[src/rtl/uart_frame_pkg.sv]
// Shared definitions for the UART framing stage: FSM encoding and default
// frame parameters.
package uart_frame_pkg;

   typedef enum logic [2:0] {
      ST_HUNT = 3'd0,
      ST_LEN  = 3'd1,
      ST_DATA = 3'd2,
      ST_CHK  = 3'd3,
      ST_EMIT = 3'd4
   } state_t;

   localparam logic [7:0] DEF_SOF     = 8'h7E;
   localparam int         DEF_MAX_LEN = 16;
   localparam int         DEF_ADDR_W  = 4;

   // A length byte is legal when it is non-zero and fits the payload buffer.
   function automatic logic len_legal(input logic [7:0] b, input int max_len);
      return (b != 8'd0) && (int'(b) <= max_len);
   endfunction

endpackage

[src/rtl/uart_frame_rx_buf.sv]
// Payload buffer: 2**ADDR_W bytes, synchronous write, asynchronous read.
module frame_buf #(
   parameter int ADDR_W = 4
) (
   input  logic              clk,
   input  logic              we,
   input  logic [ADDR_W-1:0] waddr,
   input  logic [7:0]        wdata,
   input  logic [ADDR_W-1:0] raddr,
   output logic [7:0]        rdata
);

   logic [7:0] mem [2**ADDR_W];

   always_ff @(posedge clk) begin
      if (we) mem[waddr] <= wdata;
   end

   assign rdata = mem[raddr];

endmodule

[src/rtl/uart_frame_rx.sv]
// Frame receiver behind the UART RX FIFO: hunts SOF, collects a LEN-prefixed,
// XOR-checked payload and replays only good frames as a valid/ready stream.
module uart_frame_rx
   import uart_frame_pkg::*;
#(
   parameter int         MAX_LEN = DEF_MAX_LEN,
   parameter int         ADDR_W  = DEF_ADDR_W,
   parameter logic [7:0] SOF     = DEF_SOF,
   parameter int         TIMEOUT = 65535,
   parameter int         TO_W    = 16
) (
   input  logic       clk,
   input  logic       reset,
   input  logic       rx_empty,
   input  logic [7:0] r_data,
   output logic       rd_uart,
   output logic       out_valid,
   input  logic       out_ready,
   output logic [7:0] out_data,
   output logic       out_last,
   output logic       frame_ok,
   output logic       err_len,
   output logic       err_chk,
   output logic       err_to,
   output logic       busy
);

   localparam logic [TO_W-1:0] TO_LAST = TO_W'(TIMEOUT - 1);

   state_t            state;
   logic [ADDR_W:0]   len;
   logic [ADDR_W:0]   cnt;
   logic [ADDR_W:0]   len_m1;
   logic [ADDR_W-1:0] wr_ptr;
   logic [ADDR_W-1:0] rd_ptr;
   logic [7:0]        acc;
   logic [TO_W-1:0]   to_cnt;
   logic              in_frame;
   logic              pop;
   logic              to_expire;

   assign in_frame  = (state == ST_LEN) || (state == ST_DATA) || (state == ST_CHK);
   assign pop       = ~rx_empty & (in_frame || (state == ST_HUNT));
   assign to_expire = in_frame & rx_empty & (to_cnt == TO_LAST);
   assign len_m1    = len - 1'b1;

   assign rd_uart   = pop;
   assign busy      = (state != ST_HUNT);
   assign out_valid = (state == ST_EMIT);
   assign out_last  = out_valid & ({1'b0, rd_ptr} == len_m1);

   frame_buf #(.ADDR_W(ADDR_W)) u_buf (
      .clk   (clk),
      .we    (pop & (state == ST_DATA)),
      .waddr (wr_ptr),
      .wdata (r_data),
      .raddr (rd_ptr),
      .rdata (out_data)
   );

   always_ff @(posedge clk or negedge reset) begin
      if (!reset) begin
         state    <= ST_HUNT;
         len      <= '0;
         cnt      <= '0;
         wr_ptr   <= '0;
         rd_ptr   <= '0;
         acc      <= '0;
         to_cnt   <= '0;
         frame_ok <= 1'b0;
         err_len  <= 1'b0;
         err_chk  <= 1'b0;
         err_to   <= 1'b0;
      end else begin
         frame_ok <= 1'b0;
         err_len  <= 1'b0;
         err_chk  <= 1'b0;
         err_to   <= 1'b0;

         // Idle counter only runs while a frame is open and the FIFO is dry.
         if (!in_frame || pop || to_expire) to_cnt <= '0;
         else                               to_cnt <= to_cnt + 1'b1;

         case (state)
            ST_HUNT: begin
               if (pop && (r_data == SOF)) state <= ST_LEN;
            end
            ST_LEN: begin
               if (pop) begin
                  if (!len_legal(r_data, MAX_LEN)) begin
                     err_len <= 1'b1;
                     state   <= ST_HUNT;
                  end else begin
                     len    <= r_data[ADDR_W:0];
                     acc    <= r_data;
                     wr_ptr <= '0;
                     cnt    <= '0;
                     state  <= ST_DATA;
                  end
               end else if (to_expire) begin
                  err_to <= 1'b1;
                  state  <= ST_HUNT;
               end
            end
            ST_DATA: begin
               // Byte count, not wr_ptr, ends the payload: wr_ptr wraps at MAX_LEN.
               if (pop) begin
                  wr_ptr <= wr_ptr + 1'b1;
                  acc    <= acc ^ r_data;
                  cnt    <= cnt + 1'b1;
                  if ((cnt + 1'b1) == len) state <= ST_CHK;
               end else if (to_expire) begin
                  err_to <= 1'b1;
                  state  <= ST_HUNT;
               end
            end
            ST_CHK: begin
               if (pop) begin
                  if (r_data == acc) begin
                     frame_ok <= 1'b1;
                     rd_ptr   <= '0;
                     state    <= ST_EMIT;
                  end else begin
                     err_chk <= 1'b1;
                     state   <= ST_HUNT;
                  end
               end else if (to_expire) begin
                  err_to <= 1'b1;
                  state  <= ST_HUNT;
               end
            end
            ST_EMIT: begin
               if (out_ready) begin
                  rd_ptr <= rd_ptr + 1'b1;
                  if (out_last) state <= ST_HUNT;
               end
            end
            default: state <= ST_HUNT;
         endcase
      end
   end

endmodule

[config.mk]
export PLATFORM = sky130hd
export DESIGN_NAME = uart_frame_rx
export DESIGN_NICKNAME = d
export VERILOG_FILES = /design/src/rtl/uart_frame_pkg.sv /design/src/rtl/uart_frame_rx_buf.sv /design/src/rtl/uart_frame_rx.sv
export SDC_FILE = /design/constraint.sdc
export NUM_CORES = 1
export LEC_CHECK = 0
export CAP_MARGIN = 0
export CORE_MARGIN = 3
export CORE_UTILIZATION = 61
export DETAILED_ROUTE_END_ITERATION = 8
export GPL_TIMING_DRIVEN = 0
export PLACE_DENSITY = 0.8
export REMOVE_ABC_BUFFERS = 1
export SYNTH_ARGS = -nofsm -noshare
export SYNTH_HDL_FRONTEND = slang
export SYNTH_SLANG_ARGS = --single-unit
[constraint.sdc]
create_clock -name clk -period 2.82 [get_ports clk]
set_clock_uncertainty 0.2 [all_clocks]
set_input_delay 0.705 -clock clk [delete_from_list [all_inputs] [get_ports clk]]
set_output_delay 0.705 -clock clk [all_outputs]
set_load 0.005 [all_outputs]
# == Word-level counts from Yosys, hierarchy flattened ==
# Memories as Yosys holds them, arrays and structs flattened.
# Index checks and enable logic that the tools add are counted.
# totals
ff_bits,49
ram_bits,128
output_inout_bits,16
memories,1
# memory_table
memory,depth,width,rd,rd_ports_with_merged_regs,write_ports,line,source
u_buf.mem,16,8,1,0,1,uart_frame_rx_buf.sv:13,logic [7:0] mem [2**ADDR_W];
# classes
addsub,5
magnitude_cmp,1
eq_ne,18
n_mux,42
bitwise,7
n_reduce_logical,18
# ops
op,n
$mux W3,9
$mux W4,6
$mux W8,3
$add A16 B1 Y16 const B,1
$eq A16 B16 Y1 const B,1
$mux W16,1
$pmux W4 S2,2
$pmux W8 S2,1
$mux W5,3
$pmux W3 S5,1
$mux W1,14
$reduce_and A4 Y1,3
$ne A2 B1 Y1 const B,5
$pmux W5 S2,1
$add A4 B1 Y4 const B,2
$eq A8 B7 Y1 const B,1
$eq A8 B8 Y1,1
$le A8 B5 Y1 const B,1
$reduce_bool A8 Y1,1
$xor A8 B8 Y8,1
$eq A3 B2 Y1 const B,2
$ne A2 B2 Y1 const B,3
$add A5 B1 Y5 const B,1
$and A1 B1 Y1,5
other kinds (16),22

# == Depth between registers and ports, before layout ==
# depth
depth_word,8
ltp_mapped,8
mapped_depth_nobuf,6

# == By module ==
# Synthesis repeated with hierarchy kept, for this count alone.
# unflattened
cells_unflattened,487
hier_area_um2,7606.0
# by_module_without_submodules
module,instances,cells_per_inst,area_each_um2,seq_area_each_um2
frame_buf,1,221,4987.3,3843.7
uart_frame_rx,1,266,2618.8,1226.2

# == Worst setup path before layout ==
# No wires, ideal clock.
# synth_timing
path_type,input port to flip-flop
from,input port rx_empty
to,memory u_buf.mem[2][0] (enable)
setup_time_ns,0.395
arrival_ns,2.162
path_slack_ns,0.063
stages,4
n_path_buf,0
path_cell_list,or2_4 inv_1 nand3b_1 nor4_1
# synth_between
elab_chain_len,5
# synth_rtl
element,line,source
"start, declared",uart_frame_rx.sv:14,"input logic rx_empty,"
$not A1 Y1,uart_frame_rx.sv:43,assign pop = ~rx_empty & (in_frame || (state == ST_HUNT));
$and A1 B1 Y1,uart_frame_rx.sv:43,
net rd_uart,uart_frame_rx.sv:16,"output logic rd_uart,"
$and A1 B1 Y1,uart_frame_rx.sv:54,".we (pop & (state == ST_DATA)),"
$mux W1,uart_frame_rx_buf.sv:16,if (we) mem[waddr] <= wdata;
$mux W1 (not written as such),uart_frame_rx_buf.sv:16,
"end, declared",uart_frame_rx_buf.sv:13,
# The timed path passes the listed nets, and every way through them passes these cells.

# == Final worst setup path ==
# layout_timing
from,register rd_ptr[0]
to,output port out_data[0]
# layout_between
elab_chain_len,1
# layout_rtl
element,line,source
"start, declared",uart_frame_rx.sv:35,logic [ADDR_W-1:0] rd_ptr;
"start signal, assigned",uart_frame_rx.sv:134,rd_ptr <= rd_ptr + 1'b1;
$mem_v2 Z16 W8,--,
"end, declared",uart_frame_rx.sv:19,"output logic [7:0] out_data,"
# Every way passes these cells.

==> results.md <==
Clock tree:
- Clock tree synthesis inserted a total of 17 buffers.
- After clock tree synthesis, the clock-pin slew on the worst setup and hold paths is 0.06 ns.
- The clock sink count is 177.
- The clock tree synthesis step divided the H-tree into 4 levels.
- For the worst-skew pair, the clock arrives at the later sink with an insertion delay of 0.42 ns.
- The maximum clock path buffer count is 2.
- The cell sitting at the root of the clock tree is a sky130_fd_sc_hd__clkbuf_16.
- The TritonCTS clock tree is yes.

Critical path:
- Traced cell by cell, the critical path runs through buf_6 -> buf_16 -> mux2i_1 -> a221oi_4 -> a22oi_2 -> nand2_1 -> buf_2.
- The category of the worst setup path launch point is a register.
- Data on the critical path arrives at its endpoint at 2.18 ns.
- In this design, the stage delay of the slowest critical-path cell is 0.57 ns.
- The number of buffers and inverters on the critical path is 3.
- The worst setup path is captured at an output pin.
- Broken down by cell family, the worst path's largest delay share belongs to flip-flops.
- STA puts the critical path data required time at 1.91 ns.
- The worst setup path is of the register to output pin kind.
- The master of the slowest instance on the critical path is sky130_fd_sc_hd__dfrtp_4.
- Of all nets on the critical path, the largest fanout is 7.

Pwr:
- The power density normalized to cell area is 778.8 nW/um^2.
- The combinational share of power is 28.8%.
- The share of power burned in registers is 43.4%.
- The internal portion of the total power is 5.230 mW.
- For this design the static power due to leakage is 3.444 nW.
- The switching power is 2.150 mW.
- The share of total power dissipated in the clock network is 27.7%.
- The worst IR drop on VDD is 0.4938 mV.
- Net switching is 29.13% of the power.

Final layout:
- The count of nets after finishing is 618.
- The number of antenna diodes in the final layout is 0.
- The leading cell type in the layout, fill and taps excluded is sky130_fd_sc_hd__edfxtp_1.
- Relative to the synthesized area, the layout overhead comes to 21.30%.
- In the layout the commonest cells are 128 x sky130_fd_sc_hd__edfxtp_1, 43 x sky130_fd_sc_hd__dfrtp_1, 36 x sky130_fd_sc_hd__nand2_1.
- The finished layout holds 777 standard cells, fillers aside.
- The total of fill cells in the finished design is 711.
- Measured on the finished design, the core utilization comes to 77.28%.
- The fraction of layout cells with a size suffix above 1 is 26.93%.

Status:
- The run finished, with violations left.
- The checks that failed: setup timing.

Worst hold path:
- The kind of path behind the tightest hold check is register to register.

Floorplan:
- In this run the count of I/O pins placed on the die edge is 28.
- The area inside the core boundary is 12,260 um^2.
- The floorplan has 40 rows.
- The floorplan die width is 119.2 um.
- The die area is 14,200 um^2.
- The die is 119.2 um tall.
- Once the floorplan was initialized, standard cells occupied 63.70% of the core.

STA:
- The worst max-slew margin expressed relative to the limit is 32.43%.
- The number of slew-limit violations in the final report is 0.
- The number of endpoints with negative hold slack in the final report is 0.
- Static timing analysis puts the maximum clock frequency at 324.7 MHz.
- Setup violations remaining at the end of the flow were counted as 9.
- In the final timing run, aggregate negative setup slack is -1.978 ns.
- After layout, the worst setup slack is -0.2601 ns.
- Setup repair after global routing could not meet its margin everywhere.
- The actual slew at the worst max-slew pin is 1.014 ns.
- The tightest hold margin is 0.2727 ns.
- The final critical path time including I/O delays and setup is 3.080 ns.
- In the finished design, the share of the clock period the worst path needs comes to 109.2%.

Synth:
- The synthesized design contains 128 enable-type register cells.
- After synthesis, the mean cell area works out to 14.52 um^2.
- The Yosys step of the flow raised 0 warnings.
- The cell count after synthesis is 538.
- The dominant synthesized flop cell is sky130_fd_sc_hd__edfxtp_1.
- For this run, asynchronously set or reset flops after synthesis account for 27.68%.
- The count of cell types in the netlist is 59.
- The synthesized flop and latch total is 177.
- The share of synthesized area occupied by flip-flops and latches is 64.90%.
- The netlist area before placement is 7811 um^2.

GRT:
- The via count of the first global-routing pass is 5,169.
- The final global-route overflow total is 0.
- The initial antenna violation count is 0.
- The total routing resource utilization after global routing is 27.94%.
- The pin count of the biggest net entering global routing is 36.
- The first global-routing pass estimated 29.33 mm of wire.

Route:
- The DRC violation count after routing is 0.
- The routed design has 18.52 mm of wire.
- The post-detailed-route via-to-cell ratio is 6.391.
- The via count of the routed design is 4,966.
- The count of TritonRoute iterations in the first routing pass is 5.
- The average routed wire per standard cell is 23.83 um.
- For this block, the initial DRC count from the detailed router was 509.
- In this run the remaining antenna-violating nets after routing total 0.

Placed design:
- The count of buffers inserted at the top-level ports is 27.
- The global placement routability congestion is 0.7978.
- After legalization and detailed placement, the total HPWL measured 9.872 mm.
- After detailed placement, the design holds a cell count of 713.

Flow run:
- The max-capacitance violation count is 0.
-- Yosys cell counts, types with 7 or more instances --
cell type | number | area [um^2]
sky130_fd_sc_hd__nand4_1 | 14 | 87.58
sky130_fd_sc_hd__edfxtp_1 | 128 | 3844
sky130_fd_sc_hd__ha_1 | 9 | 112.6
sky130_fd_sc_hd__buf_2 | 12 | 60.06
sky130_fd_sc_hd__xor2_1 | 16 | 140.1
sky130_fd_sc_hd__o21ai_0 | 15 | 75.07
sky130_fd_sc_hd__dfrtp_1 | 49 | 1226
sky130_fd_sc_hd__nand3b_1 | 7 | 52.55
sky130_fd_sc_hd__mux2i_1 | 35 | 350.3
sky130_fd_sc_hd__a221oi_1 | 16 | 140.1
sky130_fd_sc_hd__mux4_2 | 16 | 360.4
sky130_fd_sc_hd__xnor2_1 | 17 | 148.9
sky130_fd_sc_hd__nor2_1 | 31 | 116.4
sky130_fd_sc_hd__a22oi_1 | 9 | 67.56
sky130_fd_sc_hd__nand3_1 | 12 | 60.06
sky130_fd_sc_hd__nand2_1 | 37 | 138.9
sky130_fd_sc_hd__inv_1 | 17 | 63.81
sky130_fd_sc_hd__nor3_1 | 8 | 40.04
sky130_fd_sc_hd__clkbuf_1 | 10 | 37.54
sky130_fd_sc_hd__and3_1 | 7 | 43.79
-- power by group through the flow --
stage	clock network [mW]	logic, mW	registers, mW
floorplan	0	0.927	3.28
global placement	0	1.23	3.38
detailed placement	0	1.23	3.40
CTS	2.05	2.00	3.18
global route	2.17	2.27	3.22
finish	2.05	2.13	3.20
-- area by class of cell --
cell class                 instances  area, um^2  share of cell area, %
tap                              168       210.2                  2.218
inverter                          18       68.82                 0.7263
clock inverter                    11       68.82                 0.7263
sequential                       177        5085                  53.66
multi-input combinational        318        2913                  30.74
timing repair buffer              65       693.2                  7.315
clock buffer                      20       436.7                  4.608
-- per-stage QoR --
stage	power, mW	setup slack [ns]	cell area, um^2
6_report	7.380	-0.2601	9475
3_3_place_gp	4.608	-2.137	8163
2_1_floorplan	4.209	-0.8476	7682
3_5_place_dp	4.627	-1.347	8257
4_1_cts	7.236	-0.3219	9373
5_1_grt	7.658	-0.3460	9475
-- worst paths after layout --
path                                  startpoint  cells after the start  slack [ns]                         to
max                        rd_ptr[0]$_DFFE_PN0P_                      7       -0.26                out_data[0]
min                          to_cnt[0]$_DFF_PN0_                      1        0.27        to_cnt[0]$_DFF_PN0_
max reg2reg                 state[2]$_DFFE_PN0P_                      5        0.26  u_buf.mem[1][5]$_DFFE_PP_
min reg2reg                  to_cnt[0]$_DFF_PN0_                      1        0.27        to_cnt[0]$_DFF_PN0_
max in group asynchronous                  reset                      3        1.37       state[1]$_DFFE_PN0P_
min in group asynchronous                  reset                      2        0.53         frame_ok$_DFF_PN0_
-- kinds of logic after synthesis --
kind of cell	Yosys count	share of synthesized area, %
compound gates	70	6.679
xor+xnor	36	4.501
fa+ha+maj	9	1.442
buf+inv	44	2.515
flops	177	64.90
mux	53	9.387
simple gates	149	10.57
-- state kept, by name, summed over array words and instances, names as in the netlist --
| signal | cells |
|---|---|
| acc | 8 |
| cnt | 5 |
| err_chk | 1 |
| err_len | 1 |
| err_to | 1 |
| frame_ok | 1 |
| len | 5 |
| rd_ptr | 4 |
| state | 3 |
| to_cnt | 16 |
| u_buf.mem | 128 |
| wr_ptr | 4 |
-- routing by layer --
layer / part of all wire (%) / vias to the layer above / wire, um / GRT usage, %
met4: 5.0 / 0 / 930 / 14.19
met2: 51 / 215 / 9475 / 47.44
met3: 5.6 / 65 / 1035 / 4.701
met1: 38 / 2499 / 7077 / 34.75
met5: 0 / - / 0 / 0
li1: - / 2187 / - / -
-- worst reg2reg max path, cell delays in order (launching register included) --
cell	delay (ns)
sky130_fd_sc_hd__dfrtp_1	0.49
sky130_fd_sc_hd__or2_4	0.33
sky130_fd_sc_hd__inv_2	0.09
sky130_fd_sc_hd__nand3b_1	0.39
sky130_fd_sc_hd__nor4_2	0.48
sky130_fd_sc_hd__buf_4	0.28
-- what timing repair did --
action / 4_1_cts / 5_1_grt
endpoints found under the setup margin: 108 / 84
cloned: 5 / 0
resized for setup: 99 / 38
pin swaps: 28 / 21
setup buffers: 24 / 4
endpoints found under the hold margin: 14 / 0
hold buffers: 1 / 0
Note: power is estimated with default switching activity, not from simulation.
